--- config.mk ---
export PLATFORM = sky130hd
export DESIGN_NAME = hilo_ctrl
export DESIGN_NICKNAME = d
export VERILOG_FILES = /design/src/rtl/hilo_ctrl.sv
export SDC_FILE = /design/constraint.sdc
export NUM_CORES = 1
export LEC_CHECK = 0
export ABC_AREA = 0
export BUFFER_PORTS_ARGS = -buffer_cell sky130_fd_sc_hd__buf_4
export CORE_ASPECT_RATIO = 0.6
export CORE_MARGIN = 5
export CORE_UTILIZATION = 50
export CTS_CLUSTER_SIZE = 16
export DETAILED_ROUTE_END_ITERATION = 7
export PLACE_DENSITY = 0.86
export SLEW_MARGIN = 20
export SYNTH_ARGS = -nofsm -noshare
export SYNTH_HDL_FRONTEND = slang
export SYNTH_SLANG_ARGS = --single-unit
export TNS_END_PERCENT = 100
--- constraint.sdc ---
create_clock -name clk -period 3.6 [get_ports clk]
set_input_delay 0.18 -clock clk [delete_from_list [all_inputs] [get_ports clk]]
set_output_delay 0.18 -clock clk [all_outputs]
set_load 0.1 [all_outputs]
--- src/rtl/hilo_ctrl.sv ---
// hilo_ctrl
//   Owns the architectural HI/LO registers in front of an iterative multiplier.
//   Issues a one-cycle start pulse, counts the multiply latency, commits the
//   multiplier's hi/lo result, services MTHI/MTLO writes and raises a
//   fetch/decode stall while a multiply is in flight.
//
// Optional feature (macro HILO_FWD_EN):
//   defined   - HiOut/LoOut bypass same-cycle MTHI/MTLO data (not in COMMIT)
//   undefined - HiOut/LoOut are pure register outputs (one-cycle write latency)
//
// Ports:
//   clk, rst            clock (rising edge), asynchronous active-low reset
//   MultD, MultSgnD     decode-stage mult/multu request and its signedness
//   MfhiD, MfloD        decode-stage HI/LO reads (only used for stalling)
//   MthiW, MtloW        writeback HI/LO writes, data on WriteDataW
//   MultHi, MultLo      multiplier result, sampled in COMMIT
//   MultDone            multiplier completed flag, checked in COMMIT
//   MultE, MultSgnE     start pulse and sign select to the multiplier
//   HiOut, LoOut        architectural HI/LO
//   StallMD             stall fetch/decode
//   Busy                multiply in flight (START, RUN, COMMIT)
//   MdErr               sticky: MultDone was low at commit
//   StateDbg            current FSM state (IDLE=0, START=1, RUN=2, COMMIT=3)
//
// Handshake: a mult request is accepted in any IDLE cycle with MultD=1; while
// Busy, requests and HI/LO reads are held in decode by StallMD.
module hilo_ctrl #(
    parameter int LATENCY = 33,
    parameter int CNT_W   = 6
) (
    input  logic        clk,
    input  logic        rst,
    input  logic        MultD,
    input  logic        MultSgnD,
    input  logic        MfhiD,
    input  logic        MfloD,
    input  logic        MthiW,
    input  logic        MtloW,
    input  logic [31:0] WriteDataW,
    input  logic [31:0] MultHi,
    input  logic [31:0] MultLo,
    input  logic        MultDone,
    output logic        MultE,
    output logic        MultSgnE,
    output logic [31:0] HiOut,
    output logic [31:0] LoOut,
    output logic        StallMD,
    output logic        Busy,
    output logic        MdErr,
    output logic [1:0]  StateDbg
);

    typedef enum logic [1:0] {
        IDLE   = 2'd0,
        START  = 2'd1,
        RUN    = 2'd2,
        COMMIT = 2'd3
    } state_t;

    localparam logic [CNT_W-1:0] LAT_C = CNT_W'(LATENCY);

    state_t            state_q, state_d;
    logic [CNT_W-1:0]  cnt_q, cnt_d;
    logic              mult_e_q, mult_e_d;
    logic              sgn_q, sgn_d;
    logic [31:0]       hi_q, hi_d;
    logic [31:0]       lo_q, lo_d;
    logic              md_err_q, md_err_d;

    always_ff @(posedge clk or negedge rst) begin
        if (!rst) begin
            state_q  <= IDLE;
            cnt_q    <= '0;
            mult_e_q <= 1'b0;
            sgn_q    <= 1'b0;
            hi_q     <= '0;
            lo_q     <= '0;
            md_err_q <= 1'b0;
        end else begin
            state_q  <= state_d;
            cnt_q    <= cnt_d;
            mult_e_q <= mult_e_d;
            sgn_q    <= sgn_d;
            hi_q     <= hi_d;
            lo_q     <= lo_d;
            md_err_q <= md_err_d;
        end
    end

    // The start-pulse cycle is cycle 0. START loads 1 so that the counter
    // equals the cycle index; COMMIT is entered with counter==LATENCY, i.e.
    // exactly when the multiplier result becomes valid. Needs LATENCY >= 2.
    always_comb begin
        state_d  = state_q;
        cnt_d    = cnt_q;
        mult_e_d = 1'b0;
        sgn_d    = sgn_q;
        hi_d     = hi_q;
        lo_d     = lo_q;
        md_err_d = md_err_q;

        // MTHI/MTLO write in every state; COMMIT below overrides them.
        if (MthiW) hi_d = WriteDataW;
        if (MtloW) lo_d = WriteDataW;

        unique case (state_q)
            IDLE: begin
                if (MultD) begin
                    mult_e_d = 1'b1;
                    sgn_d    = MultSgnD;
                    state_d  = START;
                end
            end
            START: begin
                cnt_d   = CNT_W'(1);
                state_d = RUN;
            end
            RUN: begin
                cnt_d = cnt_q + CNT_W'(1);
                if (cnt_d == LAT_C) state_d = COMMIT;
            end
            COMMIT: begin
                // The mult was issued after any in-flight MTHI/MTLO, so it wins.
                hi_d = MultHi;
                lo_d = MultLo;
                if (!MultDone) md_err_d = 1'b1;
                cnt_d   = '0;
                state_d = IDLE;
            end
            default: state_d = IDLE;
        endcase
    end

    assign Busy     = (state_q != IDLE);
    assign StallMD  = Busy & (MfhiD | MfloD | MultD);
    assign MultE    = mult_e_q;
    assign MultSgnE = sgn_q;
    assign MdErr    = md_err_q;
    assign StateDbg = state_q;

`ifdef HILO_FWD_EN
    assign HiOut = (MthiW && state_q != COMMIT) ? WriteDataW : hi_q;
    assign LoOut = (MtloW && state_q != COMMIT) ? WriteDataW : lo_q;
`else
    assign HiOut = hi_q;
    assign LoOut = lo_q;
`endif

endmodule

* Word-level counts from Yosys, hierarchy flattened *
Cells that the tools add are included.

cells by class
  eq/ne operators = 6
  add/subtract/negate cells = 1
  multiplexer cells = 10
  bitwise logic cells = 4
  reduce and logical (&&, ||, !) cells = 8

operators by type and width
  operator             number
  $mux 32              4
  $pmux 6 s3           1
  $pmux 2 s4           1
  $add 6x1->6 const B  1
  $eq 6x6->1 const B   1
  $reduce_and 2->1     3
  $reduce_bool 2->1    3
  $eq 2x2->1 const B   2
  $mux 2               2
  $ne 2x2->1 const B   2
  $reduce_bool 3->1    1
  $eq 2x1->1 const B   1
  $logic_not 2->1      1
  $mux 1               2
  $or 1x1->1           2
  $and 1x1->1          1
  $not 1->1            1

storage, ports and cells
  register bits = 75
  word-level logic and storage cells = 36
  input bits = 105

* Depth between registers and ports, before layout *
Gate-level depths: netlist of the first run.

  depth after elaboration = 4
  gate-level depth with buffers = 7

* Least setup slack after synthesis of the first run *
OpenSTA, ideal clock, no wires.

  kind = register to register
  start = reg state_q[0] (netlist: StateDbg[0])
  end = reg state_q[1] (netlist: StateDbg[1])
  stages on the path, launching flop included = 8
  buffers on the path = 1
  library setup time = 0.127 ns
  setup slack = 0.575 ns
  data arrival time = 2.899 ns
  cells stage by stage = dfrtp_1 inv_1 ha_1 clkbuf_2 inv_1 nor2_1 nor3_2 mux2_4

between the ends
  longest elaborated chain between the ends = 3
  elaborated cells on any way between the ends = 8
  those cells by class = 5 x eq/ne; 1 x mux; 2 x reduce/logical

ends and longest elaborated chain
  item                                           RTL line  source
  start: declaration                             62        state_t state_q, state_d;
  start signal: assignment                       80        state_q <= state_d;
  $eq 2x2->1 or $logic_not 2->1 (tied branches)  106       unique case (state_q)
  $ne 2x2->1 (no source line)                    -
  $reduce_and 2->1 (no source line)              -

Several ways; a longest one is shown, not always the timed one.
A chain may end at the register's enable or synchronous reset.

* Worst setup path in the final report of the first run *
  start = reg state_q[0] (netlist: StateDbg[0])
  end = out Busy

between the ends
  longest elaborated chain between the ends = 1

ends and longest elaborated chain
  item               RTL line  source
  $reduce_bool 2->1  134       assign Busy = (state_q != IDLE);
  end: declaration   48        output logic Busy,

Every way passes these cells.

==> results of run 1 <==
-- kinds of logic after synthesis --
group	count (synthesis)	synth area share, %
muxes	66	18.82
AOI/OAI and AO/OA	80	12.22
xor gates and xnor gates	2	0.4944
and+or+nand+nor	85	9.711
buffers and inverters	32	3.672
adders and majority gates	6	2.119
DFF	75	52.97
-- worst paths after layout --
path	depth (start not counted)	startpoint	slack (ns)	to
max	4	StateDbg[0]	1.68	Busy
min	1	rst	-0.01	HiOut[10]
max reg2reg	6	StateDbg[0]	1.74	StateDbg[1]
min reg2reg	1	MdErr	0.46	MdErr
max in group asynchronous	1	rst	2.98	LoOut[16]
min in group clk	3	MultHi[8]	0.06	HiOut[8]
-- registers in the layout, indices dropped and copies added (netlist names) --
signal	flops
HiOut	32
LoOut	32
cnt_q	6
StateDbg	2
MdErr	1
MultE	1
MultSgnE	1
-- critical path, cell delays in order, from the launching register on --
cell and delay [ns]:
dfrtp_1 0.43, inv_1 0.12, ha_1 0.31, inv_1 0.21, buf_4 0.33
-- cells in the final DEF, fill, tap and decap left out, drive strengths merged --
master	Yosys	layout
buf	7	176
dfrtp	75	75
nand2	71	71
o21ai	69	69
mux2i	64	64
clkbuf	17	11
inv	8	8
nor2	6	6
ha	6	6
bufinv	0	3
nor3	3	3
nand3	3	3
a21oi	2	2
a22o	2	2
clkinv	0	2
mux2	2	2
and2	1	1
o22ai	1	1
nand2b	1	1
a221oi	1	1
xnor2	1	1
a41o	1	1
xor2	1	1
a311oi	1	1
o32a	1	1
o31ai	1	1
a21o	1	1
-- metrics by stage --
step	area (um^2)	instances	utilization, %	worst slack (ns)	hold slack (ns)
global placement	4878	584	71.83	1.846	0.3825
detailed placement	4878	584	71.83	1.750	0.3895
CTS	5221	600	76.88	1.682	0.03047
finish	5241	601	77.17	1.685	-0.01366
floorplan	3543	346	-	0.5746	-0.1156
global route	5241	601	77.17	1.568	0.06414
-- cell type report --
type	count	share of cell area, %
Tap cell	87	2.077
Inverter	8	0.5729
Sequential cell	75	35.81
Clock buffer	11	4.631
Clock inverter	5	1.910
Multi-Input combinational cell	239	29.55
Timing Repair Buffer	176	25.45
-- routing by layer --
layer  global-route usage (%)  up-vias
li1                         -     1516
met1                    30.65     1502
met2                    38.81      127
met3                    9.459        9
met4                    5.777        0
met5                        0        -
==> impl_results.md, run 1 <==
- Clk_lat worst skew: 0.33 ns
- Layout area overhead: 47.92%
- First-pass GRT wire length: 16,640 um
- Gate Count Post-Synth: 346
- Post-DP HPWL: 7460 um
- Startpoint Class: flop
- Gr ovfl total: 0
- Final critical-path share of the clock period: 53.20%
- Die W: 118.7 um
- Multi-input gate area: 0.001549 mm^2
- Final setup viols: 0
- Sequential cell area: 0.001877 mm^2
- Critical path arrival: 1.74 ns
- Status: complete, but fails checks
- Post-CTS Hold Fix Bufs: 0
- Share of cells above drive strength 1: 38.52%
- Synth area leader: dfrtp_1
- Number of max-cap violations: 0
- Setup Buffers After CTS: 0
- TNS Setup: 0 ns
- Met1 WL: 4440 um
- Hold Crit Class: input pin to asynchronous set/reset pin
- Syn Area/Cell: 10.24 um^2
- Synth Cell Area: 0.003543 mm^2
- Via density: 5.248
- Crit end category: primary output
- Synth warnings: 0
- Root Buffer: clkbuf_16
- Worst hold slack: -0.01366 ns
- Data required, critical path: 3.42 ns
- Placer congestion estimate: 0.9009
- Clock Skew: 0.005105 ns
- Die area: 0.008925 mm^2
- DR vias: 3,154
- DR WL/cell: 17.59 um
- DRC Markers: 0
- CTS tree: done
- Worst-Margin Slew: 0.9567 ns
- Top post-synthesis cells by area: dfrtp_1 53%, mux2i_1 18%, o21ai_0 9.7%
- # H-tree levels: 3
- Syn Nets: 457
- Post-synth top cells: 75 x dfrtp_1, 70 x nand2_1, 69 x o21ai_0
- Fin crit period: 1.915 ns
- Clock net sink count: 75
- Met3 wire length: 1064 um
- Largest net degree at the start of global routing: 131
- Top FF cell, synth: dfrtp_1
- I/O Buffers: 175
- Max Used Layer: met4
- DRT iter0 DRCs: 227
- Antenna violations before repair: 0
- Antenna cells: 0
- Total GRT Usage: 23.86%
- Synth unique cells: 30
- Number of fill cells: 478
- Fmax achieved: 522.1 MHz
- Starting Density: 52.17%
- Die height: 75.21 um
- # rows: 23
- First-pass iteration count of the detailed router: 4
- ANT nets after route: 0
- Violated checks: hold timing
- EDFF count, synth: 0
- Unrepaired setup endpoints after global routing: false
- CTS buffer count: 9
- CP max FO: 8
- Slew headroom: 36.22%
- Critical path type: flop to primary output
- Nets@finish: 620
- Most common cell in the netlist: dfrtp_1
- Final hold viol count: 5
- Top cell type's share of synthesized area: 52.97%
- Met2 routed wirelength: 4976 um
- Num ports: 176
- Core ar.: 0.006792 mm^2
- Vias in the first global route: 3,206
- Reg clk slew, reported paths: 0.06 ns
- Flops & latches, synth: 75
- Slew Viols, Final: 0
- Detailed Route WL: 10,570 um
- Post_cts resized: 0
- Maximum root-to-sink buffer count: 2
- Register area share after synthesis: 52.97%
- FFs w/ async S/R, synth: 100.0%
Power of run 1 is left out: the tool's default activity adds up to more than one toggle a clock period on the data nets, which glitch-free logic cannot reach.
==> inputs of run 2 (changes only) <==
--- a/config.mk
+++ b/config.mk
@@ -9,10 +9,10 @@
 export BUFFER_PORTS_ARGS = -buffer_cell sky130_fd_sc_hd__buf_4
 export CORE_ASPECT_RATIO = 0.6
 export CORE_MARGIN = 5
-export CORE_UTILIZATION = 50
+export CORE_UTILIZATION = 46
 export CTS_CLUSTER_SIZE = 16
 export DETAILED_ROUTE_END_ITERATION = 7
-export PLACE_DENSITY = 0.86
+export PLACE_DENSITY = 0.8
 export SLEW_MARGIN = 20
 export SYNTH_ARGS = -nofsm -noshare
 export SYNTH_HDL_FRONTEND = slang
==> constraint.sdc (replaced) <==
create_clock -name clk -period 1.95 [get_ports clk]
set_input_delay 0.0975 -clock clk [delete_from_list [all_inputs] [get_ports clk]]
set_output_delay 0.0975 -clock clk [all_outputs]
set_load 0.1 [all_outputs]
==> run 2 against run 1 <==
Net effect:
- the run now ends clean
- worst hold slack better by 0.015 ns
- final area is 12% higher
- global-route usage up 0.67 points
- register-to-register slack worse by 1.6 ns
- first-iteration DRC count down 15%
- critical path type is now flop to flop
- non-clock buffer count rose by 59
- flip-flop and latch count is the same
- clock skew hardly changed
- worst setup slack got worse by 1.6 ns
- die area is 7.7% higher
- clock-buffer cell count unchanged
==> impl_results.md, run 2 (synthesis gave the netlist of run 1 again) <==
- Status: complete, no violations (was complete, but fails checks)
- Met2 routed wirelength: 5641 um (was 4976 um)
- # rows: 24 (was 23)
- R2r setup slk: 0.09 ns (was 1.74 ns)
- TNS Setup: 0 ns (unchanged)
- Final critical-path share of the clock period: 95.23%
- Detailed Route WL: 11,620 um (was 10,570 um)
- Fmax achieved: 538.5 MHz
- Met1 WL: 4714 um (was 4440 um)
- DRC Markers: 0 (unchanged)
- Slowest Stage Delay on Critical Path: 0.52 ns (was 0.43 ns)
- DR WL/cell: 17.17 um (was 17.59 um)
- Number of max-cap violations: 0 (unchanged)
- # H-tree levels: 3 (unchanged)
- Root Buffer: clkbuf_16 (unchanged)
- Slew headroom: 58.83% (was 36.22%)
- Starting Density: 47.97% (was 52.17%)
- Final setup viols: 0 (unchanged)
- Die area: 0.009616 mm^2 (was 0.008925 mm^2)
- First-pass iteration count of the detailed router: 4 (unchanged)
- Worst path slowest cell: dfrtp_4 (was dfrtp_1)
- Nets@finish: 679 (was 620)
- Startpoint Class: flop (unchanged)
- Worst hold slack: 0.001495 ns (was -0.01366 ns)
- Total GRT Usage: 24.52% (was 23.86%)
- Worst hold endpoint: LoOut[6]
- Met3 wire length: 1049 um (was 1064 um)
- ANT nets after route: 0 (unchanged)
- Worst-path cell chain: inv_4 > ha_1 > inv_1 > a41o_1 > a21oi_1 > nor3_2 > mux2_4 (was inv_1 > ha_1 > inv_1 > buf_4)
- Min-Delay Path Depth: 3
- Gr ovfl total: 0 (unchanged)
- Unrepaired setup endpoints after global routing: false (unchanged)
- CTS buffer count: 9 (unchanged)
- Antenna cells: 0 (unchanged)
- I/O Buffers: 175 (unchanged)
- Via density: 5.151 (was 5.248)
- CP delay by family, top: flip-flops (was buffers and inverters)
- Slew Viols, Final: 0 (unchanged)
- Die height: 77.99 um (was 75.21 um)
- Final hold viol count: 0 (was 5)
- Post-DP HPWL: 7612 um (was 7460 um)
- Source of the worst hold timing path: MultLo[6]
- Reg clk slew, reported paths: 0.06 ns (about the same)
- Hold Crit Class: input pin to flop (was input pin to asynchronous set/reset pin)
- R2R Path End: StateDbg[1] (unchanged)
- Share of cells above drive strength 1: 36.47% (was 38.52%)
- Crit end category: flop (was primary output)
- DR vias: 3,487 (was 3,154)
- Critical path type: flop to flop (was flop to primary output)
- Core ar.: 0.007387 mm^2 (was 0.006792 mm^2)
- Die W: 123.3 um (was 118.7 um)
- CTS tree: done (unchanged)
- Vias in the first global route: 3,728 (was 3,206)
- Antenna violations before repair: 0 (unchanged)
- Largest net degree at the start of global routing: 55 (was 131)
- CP Buf/Inv Count: 2 (was 3)
- Levels on crit path: 7 (was 4)
- Clk_lat worst skew: 0.33 ns (about the same)
- Post-placement cell count: 604 (was 584)
- First-pass GRT wire length: 18,610 um (was 16,640 um)
- Final Non-Filler Cells: 677 (was 601)
- Num ports: 176 (unchanged)
- Clock Skew: 0.004964 ns (was 0.005105 ns)
- Data required, critical path: 2.16 ns (was 3.42 ns)
- Max Used Layer: met4 (unchanged)
- FF-to-FF Start: StateDbg[0] (unchanged)
- Clock net sink count: 75 (unchanged)
- Layout area overhead: 66.28% (was 47.92%)
- Maximum root-to-sink buffer count: 2 (unchanged)
- Commonest non-fill, non-tap cell in the layout: buf_4 (unchanged)
- DRT iter0 DRCs: 194 (was 227)
- Placer congestion estimate: 0.8075 (was 0.9009)
- Most frequent cells in the layout: 175 x buf_4, 73 x dfrtp_1, 70 x nand2_1 (was 175 x buf_4, 75 x dfrtp_1, 70 x nand2_1)
- Fin crit period: 1.857 ns
- CP max FO: 6 (was 8)
- Cells on worst reg2reg path: 7 (was 6)
- Critical path arrival: 2.07 ns (was 1.74 ns)
- Worst-Margin Slew: 0.6176 ns (was 0.9567 ns)
-- run 2: cell type report --
| class | instances | area (um^2) |
|---|---|---|
| repair buffers | 235 | 1944 |
| inverters | 8 | 38.79 |
| multi-input cells | 239 | 1567 |
| fillers | 479 | 1495 |
| clock buffers | 11 | 252.7 |
| flip-flops and latches | 75 | 1884 |
| well taps | 104 | 130.1 |
| clock inverters | 5 | 75.07 |
-- run 2: timing repair --
action                    4_1_cts  5_1_grt
gates resized for setup         0        0
hold endpoints to repair       99        0
setup buffers                   0        0
hold buffers                   57        0
-- run 2: stage by stage --
step	area, um^2	setup WS [ns]	util, %
6_report	5892	0.09300	79.76
5_1_grt	5892	0.03287	79.76
4_1_cts	5892	0.1077	79.76
3_5_place_dp	4994	0.1281	67.60
3_3_place_gp	4994	0.1693	67.60
2_1_floorplan	3586	-0.2391	-
-- run 2: how the worst max path moves through the flow --
| stage | start | to |
|---|---|---|
| after floorplan | StateDbg[1] | StateDbg[1] |
| final | StateDbg[0] | StateDbg[1] |
| after CTS | StateDbg[0] | StateDbg[1] |
| after global routing | StateDbg[0] | StateDbg[1] |
| after detailed placement | StateDbg[0] | StateDbg[1] |
| after global placement | StateDbg[0] | StateDbg[1] |
-- run 2: worst register-to-register path: cells and delay by family (launching register included) --
| kind | cells | cell delay (ns) |
|---|---|---|
| AOI/OAI and AO/OA | 2 | 0.36 |
| adders and majority gates | 1 | 0.27 |
| buffers and inverters | 2 | 0.21 |
| DFF | 1 | 0.52 |
| muxes | 1 | 0.30 |
| and+or+nand+nor | 1 | 0.08 |
-- run 2: metal layers --
| metal | global-route usage (%) | up-vias |
|---|---|---|
| met4 | 7.624 | 0 |
| met2 | 41.68 | 168 |
| met3 | 7.922 | 21 |
| met5 | 0 | - |
| li1 | - | 1634 |
| met1 | 29.73 | 1664 |
Power of run 2 is left out for the same reason.
